### config.mk
export PLATFORM = sky130hd
export DESIGN_NAME = mem_arbiter
export DESIGN_NICKNAME = d
export VERILOG_FILES = /design/src/rtl/mem_arbiter.sv
export SDC_FILE = /design/constraint.sdc
export NUM_CORES = 1
export LEC_CHECK = 0
export CAP_MARGIN = 5
export CORE_MARGIN = 8
export CORE_UTILIZATION = 30
export CTS_CLUSTER_SIZE = 8
export DETAILED_ROUTE_END_ITERATION = 10
export GPL_TIMING_DRIVEN = 0
export PLACE_DENSITY = 0.87
export SYNTH_ARGS = -nofsm -noshare
export SYNTH_HDL_FRONTEND = slang
export SYNTH_SLANG_ARGS = --single-unit
### constraint.sdc
create_clock -name sysclk -period 2.6 [get_ports sysclk]
set_clock_uncertainty 0.05 [all_clocks]
set_input_delay 0.52 -clock sysclk [delete_from_list [all_inputs] [get_ports sysclk]]
set_output_delay 0.52 -clock sysclk [all_outputs]
set_load 0.02 [all_outputs]
### src/rtl/mem_arbiter.sv
// Single-port memory arbiter between instruction fetch and data ports,
// with data-side MMIO decode for signature output and simulation halt.
module mem_arbiter #(
    parameter int MEM_ADDR_WIDTH = 22,
    parameter int STARVE_LIMIT   = 4
) (
    input  logic                      sysclk,
    input  logic                      rst_in,
    input  logic                      i_req,
    input  logic [31:0]               i_addr,
    output logic                      i_gnt,
    output logic                      i_rvalid,
    output logic [31:0]               i_rdata,
    input  logic                      d_req,
    input  logic                      d_we,
    input  logic [31:0]               d_addr,
    input  logic [31:0]               d_wdata,
    output logic                      d_gnt,
    output logic                      d_rvalid,
    output logic [31:0]               d_rdata,
    output logic                      mem_en,
    output logic                      mem_we,
    output logic [MEM_ADDR_WIDTH-1:0] mem_addr,
    output logic [31:0]               mem_wdata,
    input  logic [31:0]               mem_rdata,
    output logic                      sig_valid,
    output logic [31:0]               sig_data,
    output logic                      halt
);

    localparam logic [3:0]  LP_LIMIT     = 4'(STARVE_LIMIT);
    localparam logic [31:0] LP_SIG_ADDR  = 32'hF000_0004;
    localparam logic [31:0] LP_HALT_ADDR = 32'hCAFE_CAFE;
    localparam logic [31:0] LP_HALT_CMD  = 32'hF000_0000;

    logic [3:0]  r_starve_cnt;
    logic        r_tag_valid;
    logic        r_tag_port;   // 1 = data port owns the returning read
    logic        r_tag_zero;   // return 0 instead of mem_rdata
    logic        r_sig_valid;
    logic [31:0] r_sig_data;
    logic        r_halt;

    logic        w_open;
    logic        w_i_gnt;
    logic        w_d_gnt;
    logic        w_d_mem;
    logic        w_d_sig;
    logic        w_d_halt;
    logic        w_unused_bits;

    // Fetch bits outside the word index are deliberately ignored.
    assign w_unused_bits = ^{i_addr[31:MEM_ADDR_WIDTH+2], i_addr[1:0]};

    always_comb begin
        w_open   = !r_halt && !rst_in;
        w_i_gnt  = w_open && i_req && (!d_req || (r_starve_cnt >= LP_LIMIT));
        w_d_gnt  = w_open && d_req && !w_i_gnt;
        w_d_mem  = (d_addr[31:28] == 4'h0);
        w_d_sig  = d_we && (d_addr == LP_SIG_ADDR);
        w_d_halt = d_we && (d_addr == LP_HALT_ADDR) && (d_wdata == LP_HALT_CMD);
    end

    always_comb begin
        mem_en    = w_i_gnt || (w_d_gnt && w_d_mem);
        mem_we    = w_d_gnt && w_d_mem && d_we;
        mem_wdata = mem_we ? d_wdata : 32'h0;
        mem_addr  = '0;
        if (w_i_gnt) begin
            mem_addr = i_addr[MEM_ADDR_WIDTH+1:2];
        end else if (w_d_gnt && w_d_mem) begin
            mem_addr = d_addr[MEM_ADDR_WIDTH+1:2];
        end
    end

    always_ff @(posedge sysclk) begin
        if (rst_in) begin
            r_starve_cnt <= 4'h0;
            r_tag_valid  <= 1'b0;
            r_tag_port   <= 1'b0;
            r_tag_zero   <= 1'b0;
            r_sig_valid  <= 1'b0;
            r_sig_data   <= 32'h0;
            r_halt       <= 1'b0;
        end else begin
            if (!i_req || w_i_gnt) begin
                r_starve_cnt <= 4'h0;
            end else if (r_starve_cnt != 4'hF) begin
                r_starve_cnt <= r_starve_cnt + 4'h1;
            end
            r_tag_valid <= w_i_gnt || (w_d_gnt && !d_we);
            r_tag_port  <= w_d_gnt;
            r_tag_zero  <= w_d_gnt && !w_d_mem;
            r_sig_valid <= w_d_gnt && w_d_sig;
            if (w_d_gnt && w_d_sig) begin
                r_sig_data <= d_wdata;
            end
            if (w_d_gnt && w_d_halt) begin
                r_halt <= 1'b1;
            end
        end
    end

    // Returns are masked while reset is asserted so a read granted just
    // before reset never surfaces.
    always_comb begin
        i_rvalid = r_tag_valid && !r_tag_port && !rst_in;
        d_rvalid = r_tag_valid && r_tag_port && !rst_in;
        i_rdata  = i_rvalid ? mem_rdata : 32'h0;
        d_rdata  = (d_rvalid && !r_tag_zero) ? mem_rdata : 32'h0;
    end

    assign i_gnt     = w_i_gnt;
    assign d_gnt     = w_d_gnt;
    assign sig_valid = r_sig_valid;
    assign sig_data  = r_sig_data;
    assign halt      = r_halt;

endmodule

## Yosys cells after proc, flatten, opt, wreduce, memory -nomap -nowiden

Index checks and enable logic that the tools add are counted.
W data, S select, Z words.

| cells by class | value |
|---|---|
| reduce and logical (&&, ||, !) cells | 34 |
| add/subtract/negate cells | 1 |
| magnitude comparators | 1 |
| eq/ne operators | 4 |
| multiplexer cells | 5 |

Operators by type and width:

| cell | count |
|---|---|
| $eq A32 B32 Y1 const B | 3 |
| $mux W32 | 3 |
| $mux W22 | 2 |
| $logic_and A1 B1 Y1 | 19 |
| $logic_not A1 Y1 | 9 |
| $add A4 B1 Y4 const B | 1 |
| $ge A4 B3 Y1 const B | 1 |
| $logic_not A4 Y1 | 1 |
| $logic_or A1 B1 Y1 | 4 |
| $ne A4 B4 Y1 const B | 1 |
| $reduce_or A2 Y1 | 1 |

| word-level totals | value |
|---|---|
| output and inout bits | 158 |
| register bits after elaboration | 41 |

## Depth between registers and ports, before layout

Gate-level depths: netlist (run 1).

| logic depth | value |
|---|---|
| depth after elaboration | 9 |
| gate-level depth with buffers | 6 |

## Worst setup path before layout (run 1)

OpenSTA, ideal clock, no wires.

| timing path | value |
|---|---|
| kind | input port to output port |
| start | input rst_in |
| end | output d_rdata[0] |
| data arrival time | 1.759 ns |
| required time | 2.030 ns |
| path buffers | 2 |
| setup slack | 0.271 ns |
| stages on the path | 5 |
| cell sequence | clkbuf_1 > and3b_1 > nor2b_1 > clkbuf_1 > and2_1 |

| between the ends | value |
|---|---|
| cells in the longest elaborated chain, start to end | 4 |

RTL lines:

| element | line | RTL |
|---|---|---|
| start, declared | 8 | `input logic rst_in,` |
| $logic_not A1 Y1 | 108 | `d_rvalid = r_tag_valid && r_tag_port && !rst_in;` |
| $logic_and A1 B1 Y1 | 108 |  |
| net d_rvalid | 19 | `output logic d_rvalid,` |
| $logic_and A1 B1 Y1 | 110 | `d_rdata = (d_rvalid && !r_tag_zero) ? mem_rdata : 32'h0;` |
| $mux W32 | 110 |  |
| end, declared | 20 | `output logic [31:0] d_rdata,` |

The timed path passes the listed nets, and every way through them passes these cells.

## Worst setup path after layout (run 1)

| timing path | value |
|---|---|
| start | input rst_in |
| end | output i_rdata[10] |

| between the ends | value |
|---|---|
| cells in the longest elaborated chain, start to end | 3 |

RTL lines:

| element | line | RTL |
|---|---|---|
| $logic_not A1 Y1 | 107 | `i_rvalid = r_tag_valid && !r_tag_port && !rst_in;` |
| $logic_and A1 B1 Y1 | 107 |  |
| $mux W32 | 109 | `i_rdata = i_rvalid ? mem_rdata : 32'h0;` |
| end, declared | 13 | `output logic [31:0] i_rdata,` |

Every way passes these cells.

==> out/qor.txt, run 1 <==
CP endpoint kind - primary output
fillcell total - 881
max_cap viols - 0
Layout area overhead - 105.7%
RSZ-0062 raised after global routing - true
Final min period - 2.566 ns
Root Driver - clkbuf_8
CP Launch Point - rst_in
clock sink count - 41
mean post-synth cell area - 8.396 um^2
GR Overflow Total - 0
Worst Path Arrival - 2.00 ns
Routed Antenna Nets - 0
vias in the first global route - 4248
Core Box Area - 9729 um^2
Cell variety after synth - 41
DR iter-0 viols - 218
Syn Nets - 490
hold_buf cts - 0
maximum clock insertion buffer count - 2
IO Port Bufs - 279
DRC - 0
initial antenna violation count - 1
Placed Cells - 768
register area share after synthesis - 27.46%
top cells by area, synth - dfxtp_1 27%, and2_1 14%, nand2b_1 13%
Synthesis Warnings - 0
die width - 115.8 um
Final Hold Vio Count - 0
global-route wire length before repair - 25040 um
Crit Path Category - in -> out
via count - 3940
Hold Crit Class - reg -> reg
outcome - finished, final reports clean
DP HPWL - 14410 um
P_leak - 2.927 nW
TritonCTS clock tree - built
EDFF count, synth - 0
placed inst area - 5948 um^2
GRT Util Overall - 24.40%
row count - 36
asr flop ratio synth - 0%
Slew headroom - 56.57%
mean number of vias per cell - 5.006
area of the multi-input gates - 2081 um^2
part of the cycle the worst path needs - 98.69%
Slew @ Worst Pin - 0.6465 ns
Worst VDD drop - 0.1724 mV
crit path max fanout - 10
Primary FF master, synth - dfxtp_1
first drt pass iteration count - 4
Finished Cell Area - 6150 um^2
Die Height - 115.8 um
Synth top cells by count - 67 x and2_1, 64 x nand2b_1, 41 x dfxtp_1
f_max - 0.3897 GHz
setup violators final - 0
Post-Synthesis Cell Area - 2989 um^2
Critical Path RT - 2.03 ns
largest net degree at the start of global routing - 13
most common cell in the netlist - and2_1
nets@finish - 786
GPL Wtd Cong - 0.9640
PD cells - 269.2 nW/um^2
H-tree Lvls - 2
Post-Syn Instances - 356
WL/cell - 22.08 um
WHS - 0.4280 ns
Top Ports - 291
Clock Pin Slew Worst Setup and Hold Paths - 0.08 ns
Seq cells post-synth - 41
Pins Over Slew Limit - 0
Num CTS Buffers - 5
Starting Density - 30.72%
Register Area - 823.3 um^2
clock latency on the worst-skew pair - 0.29 ns
Detailed Route WL - 17380 um
fin cells - 787
FF-to-FF Start - halt
hold path start - sig_data[22]
layout cells sized above 1 - 17.15%
post-synth top area share - 27.46%
Die ar. - 13410 um^2
Critical Path Start Type - input pin
post-synth top area cell - dfxtp_1
## stage by stage
step,total power [mW],utilization (%),setup slack (ns),TNS (ns)
6_report,1.655,63.21,0.03409,0
5_1_grt,1.713,63.21,-0.03257,-0.06992
3_5_place_dp,1.113,61.14,-1.018,-87.86
4_1_cts,1.659,62.54,0.0008153,0
2_1_floorplan,0.7913,-,0.2706,0
3_3_place_gp,1.106,61.14,-0.9805,-83.60
## layer usage
metal  vias up  wire (um)  global-route usage, %
li1       1841          -                      -
met1      1858       6406                  25.19
met2       210       9047                  45.97
met3        31       1480                  7.295
met4         0        442                  7.519
met5         -          0                      0
## repair_timing
item	in CTS	in global routing
gates resized for setup	311	36
pin swaps	3	3
setup buffers	8	0
endpoints found under the setup margin	137	108
cloned	2	0
## logic make-up after synthesis
group / synth area share [%]
XOR/XNOR: 0.2931
flip-flops: 27.46
multiplexers: 11.05
AND/OR/NAND/NOR: 47.72
adder cells (fa/ha/maj): 0.4185
AO/OA/AOI/OAI: 8.204
buffers and inverters: 4.855
## registers in the layout (all words and copies together), names as in the netlist
signal,cells
sig_data,32
r_starve_cnt,4
halt,1
r_tag_valid,1
sig_valid,1
r_tag_zero,1
r_tag_port,1
## worst max-delay path: stages
cell and delay (ns):
clkbuf_2 0.21, nor3b_4 0.29, buf_2 0.24, and2_1 0.14
clkdlybuf4s50_1 0.60
## path summary, 6_finish.rpt
path                  endpoint  slack (ns)  cells after the start
hold reg to reg   sig_data[22]        0.43                      2
hold / removal    sig_data[22]        0.43                      2
setup reg to reg  sig_data[12]        0.55                      6
setup / recovery   i_rdata[10]        0.03                      5
## final cells by class
| class | instances | share of cell area [%] |
|---|---|---|
| antenna | 1 | 0.04069 |
| multi-input combinational | 284 | 33.84 |
| clock buffer | 7 | 1.404 |
| tap | 133 | 2.706 |
| timing repair buffer | 289 | 44.54 |
| buffer | 28 | 3.418 |
| clock inverter | 1 | 0.4883 |
| inverter | 3 | 0.1831 |
| sequential | 41 | 13.39 |
## placed cells by master, fill, tap and decap left out, types with 3 or more instances in the layout
cell type	n
nor3_1	4
clkbuf_2	7
buf_2	35
and2_1	67
dlymetal6s2s_1	13
clkdlybuf4s50_1	156
nand4_1	7
nand2_1	4
buf_4	12
clkdlybuf4s15_2	15
nor2_1	9
nor4_1	5
a22o_1	20
dlygate4sd2_1	46
nand2b_1	64
mux2i_1	33
or4_1	4
clkbuf_8	9
and3_1	33
dfxtp_1	39
nand3_1	3
buf_6	9
nor4b_1	3
clkbuf_1	9
clkdlybuf4s15_1	7
## power by group
group	total (mW)	leakage (nW)	internal [mW]	switching [mW]
logic	0.471	2.54	0.271	0.199
clock network	0.549	0.0585	0.314	0.236
registers	0.635	0.332	0.632	0.00376
total	1.66	2.93	1.22	0.439
(Power assumes the default switching activity.)
==> inputs of run 2 (changes only) <==
--- a/config.mk
+++ b/config.mk
@@ -7,11 +7,13 @@
 export LEC_CHECK = 0
 export CAP_MARGIN = 5
 export CORE_MARGIN = 8
-export CORE_UTILIZATION = 30
+export CORE_UTILIZATION = 31
+export CTS_BUF_LIST = sky130_fd_sc_hd__clkbuf_8
 export CTS_CLUSTER_SIZE = 8
 export DETAILED_ROUTE_END_ITERATION = 10
 export GPL_TIMING_DRIVEN = 0
-export PLACE_DENSITY = 0.87
+export PLACE_DENSITY = 0.89
+export RECOVER_POWER = 100
 export SYNTH_ARGS = -nofsm -noshare
 export SYNTH_HDL_FRONTEND = slang
 export SYNTH_SLANG_ARGS = --single-unit
==> run 2 against run 1 <==
- utilization increased by 0.56 points
- combinational power decreased by 2%
- cell area decreased by 0.98%
- register-to-register slack about the same
- worst hold slack got worse by 0.0062 ns
- sequential share of layout area increased by 0.13 points
- sequential power about the same
- clock power decreased by 4.2%
- first-iteration DRC count increased by 20%
- total power decreased by 2.0%
- critical endpoint is now i_rdata[28]
- largest cell class unchanged
- highest routed layer unchanged
==> out/qor.txt, run 2 (synthesis results as in run 1) <==
TritonCTS clock tree - built (unchanged)
global-route wire length before repair - 24180 um (was 25040 um)
Core Box Area - 9549 um^2 (was 9729 um^2)
worst r2r path cells - 6 (unchanged)
FF-to-FF Start - halt (unchanged)
crit path max fanout - 8 (was 10)
Hold Crit Class - reg -> reg (unchanged)
DRC - 0 (unchanged)
outcome - finished, final reports clean (unchanged)
CP Launch Point - rst_in (unchanged)
WP depth - 5 (unchanged)
mean number of vias per cell - 4.925 (was 5.006)
most frequent standard cell in the layout excluding fill and tap cells - clkdlybuf4s50_1 (unchanged)
GPL Wtd Cong - 0.9095 (was 0.9640)
area of the multi-input gates - 2090 um^2 (was 2081 um^2)
first drt pass iteration count - 4 (unchanged)
P_leak - 3.000 nW (was 2.927 nW)
Crit path max-delay family - buffers and inverters (unchanged)
Routed Antenna Nets - 0 (unchanged)
Final min period - 2.547 ns (was 2.566 ns)
WL/cell - 21.02 um (was 22.08 um)
CP Capture Point - i_rdata[28] (was i_rdata[10])
Slew headroom - 60.05% (was 56.57%)
wire length on met2 - 9030 um (was 9047 um)
die width - 114.2 um (was 115.8 um)
flop-to-flop setup slack - 0.54 ns (was 0.55 ns)
GRT Util Overall - 24.04% (was 24.40%)
nets@finish - 788 (was 786)
via count - 3896 (was 3940)
initial antenna violation count - 3 (was 1)
Placed Cells - 768 (unchanged)
Die Height - 114.2 um (was 115.8 um)
CP endpoint kind - primary output (unchanged)
GR Overflow Total - 0 (unchanged)
R2R Path End - sig_data[14] (was sig_data[12])
DP HPWL - 13900 um (was 14410 um)
H-tree Lvls - 2 (unchanged)
row count - 36 (unchanged)
part of the cycle the worst path needs - 97.96% (was 98.69%)
clock sink count - 41 (unchanged)
Metal-1 WL - 5880 um (was 6406 um)
Worst VDD drop - 0.2376 mV (was 0.1724 mV)
Root Driver - clkbuf_8 (unchanged)
setup TNS - 0 ns (unchanged)
Layout area overhead - 103.7% (was 105.7%)
Register Area - 823.3 um^2 (unchanged)
Num CTS Buffers - 5 (unchanged)
max_cap viols - 0 (unchanged)
CP max stage delay - 0.62 ns (was 0.60 ns)
maximum clock insertion buffer count - 2 (unchanged)
max reg flops - 32 (unchanged)
PD cells - 266.4 nW/um^2 (was 269.2 nW/um^2)
Slew @ Worst Pin - 0.5948 ns (was 0.6465 ns)
Clock Pin Slew Worst Setup and Hold Paths - 0.08 ns (about the same)
Critical Path RT - 2.03 ns (about the same)
fillcell total - 839 (was 881)
placed inst area - 5948 um^2 (unchanged)
setup violators final - 0 (unchanged)
uppermost layer routed - met4 (unchanged)
vias in the first global route - 4120 (was 4248)
DR iter-0 viols - 262 (was 218)
cell-by-cell trace of the critical path - clkbuf_2 -> nor3b_4 -> buf_4 -> and2_1 -> clkdlybuf4s50_1 (was clkbuf_2 -> nor3b_4 -> buf_2 -> and2_1 -> clkdlybuf4s50_1)
Detailed Route WL - 16630 um (was 17380 um)
Top Ports - 291 (unchanged)
total power - 1.623 mW (was 1.655 mW)
Finished Cell Area - 6090 um^2 (was 6150 um^2)
largest net degree at the start of global routing - 13 (unchanged)
Critical Path Start Type - input pin (unchanged)
fin cells - 791 (was 787)
Starting Density - 31.30% (was 30.72%)
f_max - 0.3926 GHz (was 0.3897 GHz)
IO Port Bufs - 279 (unchanged)
Buf+Inv Stages, Crit Path - 3 (unchanged)
layout cells sized above 1 - 18.32% (was 17.15%)
Pins Over Slew Limit - 0 (unchanged)
Final Hold Vio Count - 0 (unchanged)
Die ar. - 13040 um^2 (was 13410 um^2)
Slowest-stage cell, CP - clkdlybuf4s50_1 (unchanged)
wire length on met3 - 1249 um (was 1480 um)
Worst Path Arrival - 1.98 ns (was 2.00 ns)
Crit Path Category - in -> out (unchanged)
clock latency on the worst-skew pair - 0.29 ns (about the same)
commonest non-fill, non-tap cells in the layout - 118 x clkdlybuf4s50_1, 66 x and2_1, 64 x nand2b_1 (was 156 x clkdlybuf4s50_1, 67 x and2_1, 64 x nand2b_1)
[run 2: where the power goes]
part | internal (mW) | leakage, nW | switching [mW]
clock network | 0.309 | 0.0626 | 0.217
registers | 0.632 | 0.332 | 0.00342
logic | 0.265 | 2.60 | 0.196
total | 1.21 | 3.00 | 0.416
[run 2: worst register-to-register path, cell delays in order (launching register included)]
cell	delay (ns)
dfxtp_1	0.40
nor3b_4	0.25
buf_4	0.16
nand4_1	0.13
nor4_4	0.48
buf_6	0.26
mux2i_1	0.24
[run 2: metal layers]
layer | up-vias | track usage [%]
li1 | 1850 | -
met1 | 1845 | 23.53
met2 | 181 | 46.65
met3 | 20 | 6.329
met4 | 0 | 9.583
met5 | - | 0
[run 2: layout make-up]
| class | count | share of cell area (%) |
|---|---|---|
| repair buffers | 291 | 43.81 |
| multi-input cells | 284 | 34.31 |
| flip-flops and latches | 41 | 13.52 |
| plain buffers | 28 | 3.411 |
| well taps | 133 | 2.733 |
| clock buffers | 6 | 1.356 |
| clock inverters | 2 | 0.5548 |
| inverters | 3 | 0.1849 |
| diodes | 3 | 0.1233 |
[run 2: worst min-delay path by stage]
stage | to | depth (start not counted) | start
2_1_floorplan | r_starve_cnt[3] | 1 | r_starve_cnt[3]
3_3_place_gp | sig_data[0] | 2 | sig_data[0]
3_5_place_dp | sig_data[6] | 2 | sig_data[6]
4_1_cts | sig_data[4] | 2 | sig_data[4]
5_1_grt | sig_data[6] | 2 | sig_data[6]
6_report | sig_data[4] | 2 | sig_data[4]
[run 2: timing repair]
| action | 4_1_cts | 5_1_grt |
|---|---|---|
| setup buffers | 8 | 2 |
| setup endpoints to repair | 123 | 96 |
| endpoints found under the hold margin | 0 | 0 |
| pin swaps | 3 | 1 |
| gates cloned | 2 | 0 |
| resized for setup | 264 | 103 |
| hold buffers | 0 | 0 |
[run 2: per-stage QoR]
stage | hold WS, ns | utilization [%] | setup WS (ns)
3_5_place_dp | 0.4102 | 62.29 | -1.052
6_report | 0.4218 | 63.77 | 0.05307
2_1_floorplan | 0.4487 | - | 0.2706
3_3_place_gp | 0.4082 | 62.29 | -0.9995
5_1_grt | 0.4434 | 63.77 | -0.008044
4_1_cts | 0.4265 | 64.62 | 0.0007061
==> inputs of run 3 (changes only) <==
--- a/config.mk
+++ b/config.mk
@@ -14,6 +14,7 @@
 export GPL_TIMING_DRIVEN = 0
 export PLACE_DENSITY = 0.89
 export RECOVER_POWER = 100
+export SLEW_MARGIN = 25
 export SYNTH_ARGS = -nofsm -noshare
 export SYNTH_HDL_FRONTEND = slang
 export SYNTH_SLANG_ARGS = --single-unit
==> results of run 3 <==
Same layout as run 2: the final DEF is identical, and so are final timing and power.
